===== config.mk =====
export PLATFORM = sky130hd
export DESIGN_NAME = hazard_scoreboard
export DESIGN_NICKNAME = d
export VERILOG_FILES = /design/src/rtl/hazard_scoreboard.sv
export SDC_FILE = /design/constraint.sdc
export NUM_CORES = 1
export LEC_CHECK = 0
export BUFFER_PORTS_ARGS = -buffer_cell sky130_fd_sc_hd__buf_2
export CORE_MARGIN = 2
export CORE_UTILIZATION = 25
export DETAILED_ROUTE_END_ITERATION = 10
export PLACE_DENSITY_LB_ADDON = 0.15
export SLEW_MARGIN = 10
export SYNTH_ARGS = -nofsm -noshare
export SYNTH_HDL_FRONTEND = slang
export SYNTH_SLANG_ARGS = --single-unit

===== constraint.sdc =====
create_clock -name clk_i -period 7.4 [get_ports clk_i]
set_clock_uncertainty 0.1 [all_clocks]
set_input_delay 0.37 -clock clk_i [delete_from_list [all_inputs] [get_ports clk_i]]
set_output_delay 0.37 -clock clk_i [all_outputs]
set_load 0.02 [all_outputs]

===== src/rtl/hazard_scoreboard.sv =====
// hazard_scoreboard: per-register countdown scoreboard for load and MDU results.
// Stalls the ID stage on RAW, WAW and MDU-structural hazards.
// Optional feature: define HAZARD_STATS_EN to add the stall_cycles_o counter port.
module hazard_scoreboard #(
   parameter int unsigned NUM_REGS = 32,
   parameter int unsigned ADDR_W   = 5,
   parameter int unsigned LOAD_LAT = 1,
   parameter int unsigned MDU_LAT  = 4,
   parameter int unsigned CNT_W    = $clog2(MDU_LAT + 1)
) (
   input  logic                clk_i,
   input  logic                rst_i,
   input  logic                ID_valid_i,
   input  logic [ADDR_W-1:0]   ID_RS1addr_i,
   input  logic [ADDR_W-1:0]   ID_RS2addr_i,
   input  logic                ID_RS1use_i,
   input  logic                ID_RS2use_i,
   input  logic [ADDR_W-1:0]   ID_RDaddr_i,
   input  logic                ID_RegWrite_i,
   input  logic [1:0]          ID_Kind_i,
   input  logic                flush_i,
   output logic                stall_o,
   output logic [NUM_REGS-1:0] pending_o,
   output logic                mdu_busy_o
`ifdef HAZARD_STATS_EN
   ,
   output logic [31:0]         stall_cycles_o
`endif
);

   localparam logic [1:0] KindLoad = 2'b01;
   localparam logic [1:0] KindMdu  = 2'b10;

   logic [NUM_REGS-1:0][CNT_W-1:0] cnt_q, cnt_d;
   logic [CNT_W-1:0]               mdu_cnt_q, mdu_cnt_d;

   logic rs1_busy, rs2_busy, rd_busy;
   logic src_hazard, waw_hazard, struct_hazard;
   logic issue, is_load, is_mdu;

   assign is_load = (ID_Kind_i == KindLoad);
   assign is_mdu  = (ID_Kind_i == KindMdu);

   // Look up the counters addressed by ID; register 0 and out-of-range addresses never match.
   always_comb begin
      rs1_busy = 1'b0;
      rs2_busy = 1'b0;
      rd_busy  = 1'b0;
      for (int r = 1; r < NUM_REGS; r++) begin
         if (ID_RS1addr_i == ADDR_W'(r) && cnt_q[r] != '0) rs1_busy = 1'b1;
         if (ID_RS2addr_i == ADDR_W'(r) && cnt_q[r] != '0) rs2_busy = 1'b1;
         if (ID_RDaddr_i  == ADDR_W'(r) && cnt_q[r] != '0) rd_busy  = 1'b1;
      end
   end

   assign src_hazard    = (ID_RS1use_i && rs1_busy) || (ID_RS2use_i && rs2_busy);
   assign waw_hazard    = ID_RegWrite_i && rd_busy;
   assign struct_hazard = is_mdu && (mdu_cnt_q != '0);

   assign stall_o = ID_valid_i && !flush_i && (src_hazard || waw_hazard || struct_hazard);
   assign issue   = ID_valid_i && !flush_i && !stall_o;

   // Next counter values: a new load/MDU entry wins over the per-cycle decrement.
   always_comb begin
      cnt_d = cnt_q;
      for (int r = 0; r < NUM_REGS; r++) begin
         if (r == 0) begin
            cnt_d[r] = '0;
         end else if (issue && (is_load || is_mdu) && ID_RegWrite_i &&
                      ID_RDaddr_i == ADDR_W'(r)) begin
            cnt_d[r] = is_load ? CNT_W'(LOAD_LAT) : CNT_W'(MDU_LAT);
         end else if (cnt_q[r] != '0) begin
            cnt_d[r] = cnt_q[r] - CNT_W'(1);
         end
      end
   end

   // MDU occupancy: any issued MDU op claims the unit, whether or not it writes a register.
   always_comb begin
      mdu_cnt_d = mdu_cnt_q;
      if (issue && is_mdu) begin
         mdu_cnt_d = CNT_W'(MDU_LAT);
      end else if (mdu_cnt_q != '0) begin
         mdu_cnt_d = mdu_cnt_q - CNT_W'(1);
      end
   end

   // Scoreboard state registers.
   always_ff @(posedge clk_i) begin
      if (rst_i) begin
         cnt_q     <= '0;
         mdu_cnt_q <= '0;
      end else begin
         cnt_q     <= cnt_d;
         mdu_cnt_q <= mdu_cnt_d;
      end
   end

   // Decode registered state into status outputs.
   always_comb begin
      pending_o = '0;
      for (int r = 0; r < NUM_REGS; r++) begin
         pending_o[r] = (cnt_q[r] != '0);
      end
   end

   assign mdu_busy_o = (mdu_cnt_q != '0);

`ifdef HAZARD_STATS_EN
   logic [31:0] stall_cnt_q;

   // Saturating count of edges on which ID was stalled.
   always_ff @(posedge clk_i) begin
      if (rst_i) begin
         stall_cnt_q <= '0;
      end else if (stall_o && stall_cnt_q != 32'hFFFF_FFFF) begin
         stall_cnt_q <= stall_cnt_q + 32'd1;
      end
   end

   assign stall_cycles_o = stall_cnt_q;
`endif

endmodule


==> qor.yml <==
floorplanning:
  fp.coreArea_mm2: 0.02771
  start_util_pct: 25.27
  dieArea_mm2: 0.02936
  rows: 61
  pin_count: 58
  die_h_um: 171.3
  fp.dieW_um: 171.3
drt:
  drc: 0
  drt_iter0_markers: 413
  drt_pass1_iterations: 5
  avgViaCountPerCell: 4.889
  ant_nets: 0
  routed_wl_um: 23780
  routedWlPerCell_um: 18.78
  vias: 6189
cts:
  h-tree-depth: 3
  clk_latency_ns: 0.36
  postCtsResizedCells: 0
  clock_path_buffers: 2
  cts_tree: "done"
  cts_sinks: 96
  clk_pin_slew_ns: 0.07
  postCtsSetupBuffers: 0
  cts_root_buf: "clkbuf_16"
  cts_hold_buf: 0
  numCtsBuffers: 9
worst_setup_path:
  reg2reg_to: "mdu_cnt_q[1]"
  required_ns: 6.93
  crit_type: "reg -> out"
  critPathMaxFanout: 18
  rrSetupSlack_ns: 3.21
  r2r_cells: 12
  rr_startpoint: "cnt_q[81]"
  arrival_ns: 4.24
  start_kind: "flop"
  endpoint_kind: "primary output"
final_layout:
  post-route-cell-area_mm2: 0.007819
  drive_gt1_share_pct: 11.37
  regArea_mm2: 0.001922
  diodes: 0
  finalNonFillerCells: 1266
  syn2layout_area_growth_pct: 11.69
  multi_input_area_mm2: 0.004461
  fin_nets: 973
  fillCellCount: 3057
timing:
  rsz0062_at_grt: "false"
  tightest_slew_ns: 1.110
  fin_crit_ns: 4.706
  hold_violations: 0
  period_share_pct: 63.59
  slew_viol_final: 0
  fin_ws_ns: 2.694
  max_slew_margin_pct: 25.46
  fin_setup_tns_ns: 0
  setup_violations: 0
  clock.fmax_mhz: 212.5
placed_design:
  gp_congestion: 0.8526
  post-place-ws_ns: 3.031
  hpwlAfterDp_um: 17320
  placed_cells: 1250
  dpl_cell_area_mm2: 0.007522
  io_buffers: 56
synthesis:
  synth_edf_count: 0
  yosysTopAreaCell: "dfxtp_1"
  postSynth.asyncResetShare_pct: 0
  synth.cell_area_mm2: 0.007000
  synthFlopType: "dfxtp_1"
  synth_top_cell_area_share_pct: 27.45
  netlist_instances: 883
  synth_seq_cells: 96
  ys_seq_area_share_pct: 27.45
  ys.warnings.count: 0
  synth_most_common_cell: "dfxtp_1"
  syn_nets: 973
  netlist_top_cells_count: "96 x dfxtp_1, 84 x inv_1, 72 x nor2_1"
  synth.area.top_cells: "dfxtp_1 27%, ha_1 12%, mux2i_1 6.7%, inv_1 4.5%, xnor2_1 3.9%"
  synth_cell_types: 66
  synth.avg_cell_area_um2: 7.928
power:
  ir_drop_mv: 0.1563
  total_power_mw: 3.453
  p_leak_nw: 3.202
  powerDensity_mw_per_mm2: 441.7
global_route:
  grt_overflow: 0
  grt_pass1_vias: 6028
  antenna_found_initial: 0
  grt_usage_pct: 16.68
  grt_max_degree: 59
  grt_pass1_wl_um: 36820
run_status:
  outcome: "finished, final reports clean"
hold_path:
  hold_path_depth: 2
  min-delay-start: "cnt_q[67]"
  holdPathEnd: "cnt_q[67]"
  hp-class: "reg -> reg"
flow_run:
  cap_viol_max_count: 0
[area by class of cell]
type / count / share of cell area, %
Sequential cell: 96 / 24.58
Timing Repair Buffer: 65 / 4.449
Tap cell: 378 / 6.049
Inverter: 85 / 4.081
Clock inverter: 7 / 0.9121
Multi-Input combinational cell: 626 / 57.05
Clock buffer: 9 / 2.880
[routing by layer]
layer | up-vias | share of wire, % | global-route usage [%]
met2 | 133 | 46 | 26.88
met3 | 27 | 3.6 | 2.554
li1 | 3069 | - | -
met5 | - | 0 | 0
met1 | 2960 | 49 | 23.03
met4 | 0 | 1.8 | 4.753
[critical path, cell delays in order (launching register included)]
cell,delay [ns]
dfxtp_1,0.31
inv_1,0.10
ha_1,0.19
nor2b_4,0.18
inv_1,0.10
mux4_2,0.47
and3_1,0.19
or3_1,0.36
o311a_1,0.42
nor4_4,0.89
buf_4,0.40
nor2_1,0.10
buf_2,0.17
[cell families (layout without fill, tap and decap cells)]
family,count (synthesis),after routing,synth area share [%]
DFF,96,96,27.45
and+or+nand+nor,308,308,23.22
AOI/OAI and AO/OA,163,163,15.85
other,1,1,0.05357
xor gates and xnor gates,31,31,3.878
adders and majority gates,66,66,11.80
buffers and inverters,161,166,9.097
muxes,57,57,8.651
[how the worst max path moves through the flow]
stage	start	endpoint	slack, ns	depth (start not counted)
final	cnt_q[81]	stall_o	2.69	12
after global routing	cnt_q[81]	stall_o	2.45	12
after CTS	cnt_q[81]	stall_o	2.63	12
after detailed placement	cnt_q[81]	stall_o	3.03	12
after global placement	cnt_q[81]	stall_o	3.14	12
after floorplan	cnt_q[81]	cnt_q[60]	3.78	12
[cell usage in the layout, fill, tap and decap left out, types with 11 or more instances in the layout]
master / count
nand2_1: 58
nand3_1: 20
nor2_1: 72
nor3_1: 14
nand4_1: 24
o211ai_1: 26
nand2b_1: 32
nor4_1: 20
a21oi_1: 49
mux2i_1: 47
buf_2: 56
nor2b_1: 16
xnor2_1: 31
inv_1: 83
dfxtp_1: 96
o21a_1: 14
a31oi_1: 16
ha_1: 66
and3_1: 14
o21ai_0: 11
[power breakdown]
| group | total, mW | switching, mW | internal (mW) |
|---|---|---|---|
| Clock | 0.486 | 0.223 | 0.262 |
| Sequential | 0.870 | 0.124 | 0.746 |
| Combinational | 2.10 | 1.27 | 0.830 |
| Total | 3.45 | 1.61 | 1.84 |
[state kept, by name, summed over array words and instances (netlist names)]
name	count
cnt_q	93
mdu_cnt_q	3
[through the flow]
stage	hold WS, ns	util (%)
4_1_cts	0.4152	28.22
6_report	0.4107	28.22
3_5_place_dp	0.4060	27.15
3_3_place_gp	0.3940	27.15
5_1_grt	0.4731	28.22
2_1_floorplan	0.3801	-
No activity file was read; power rests on OpenSTA's default activity.
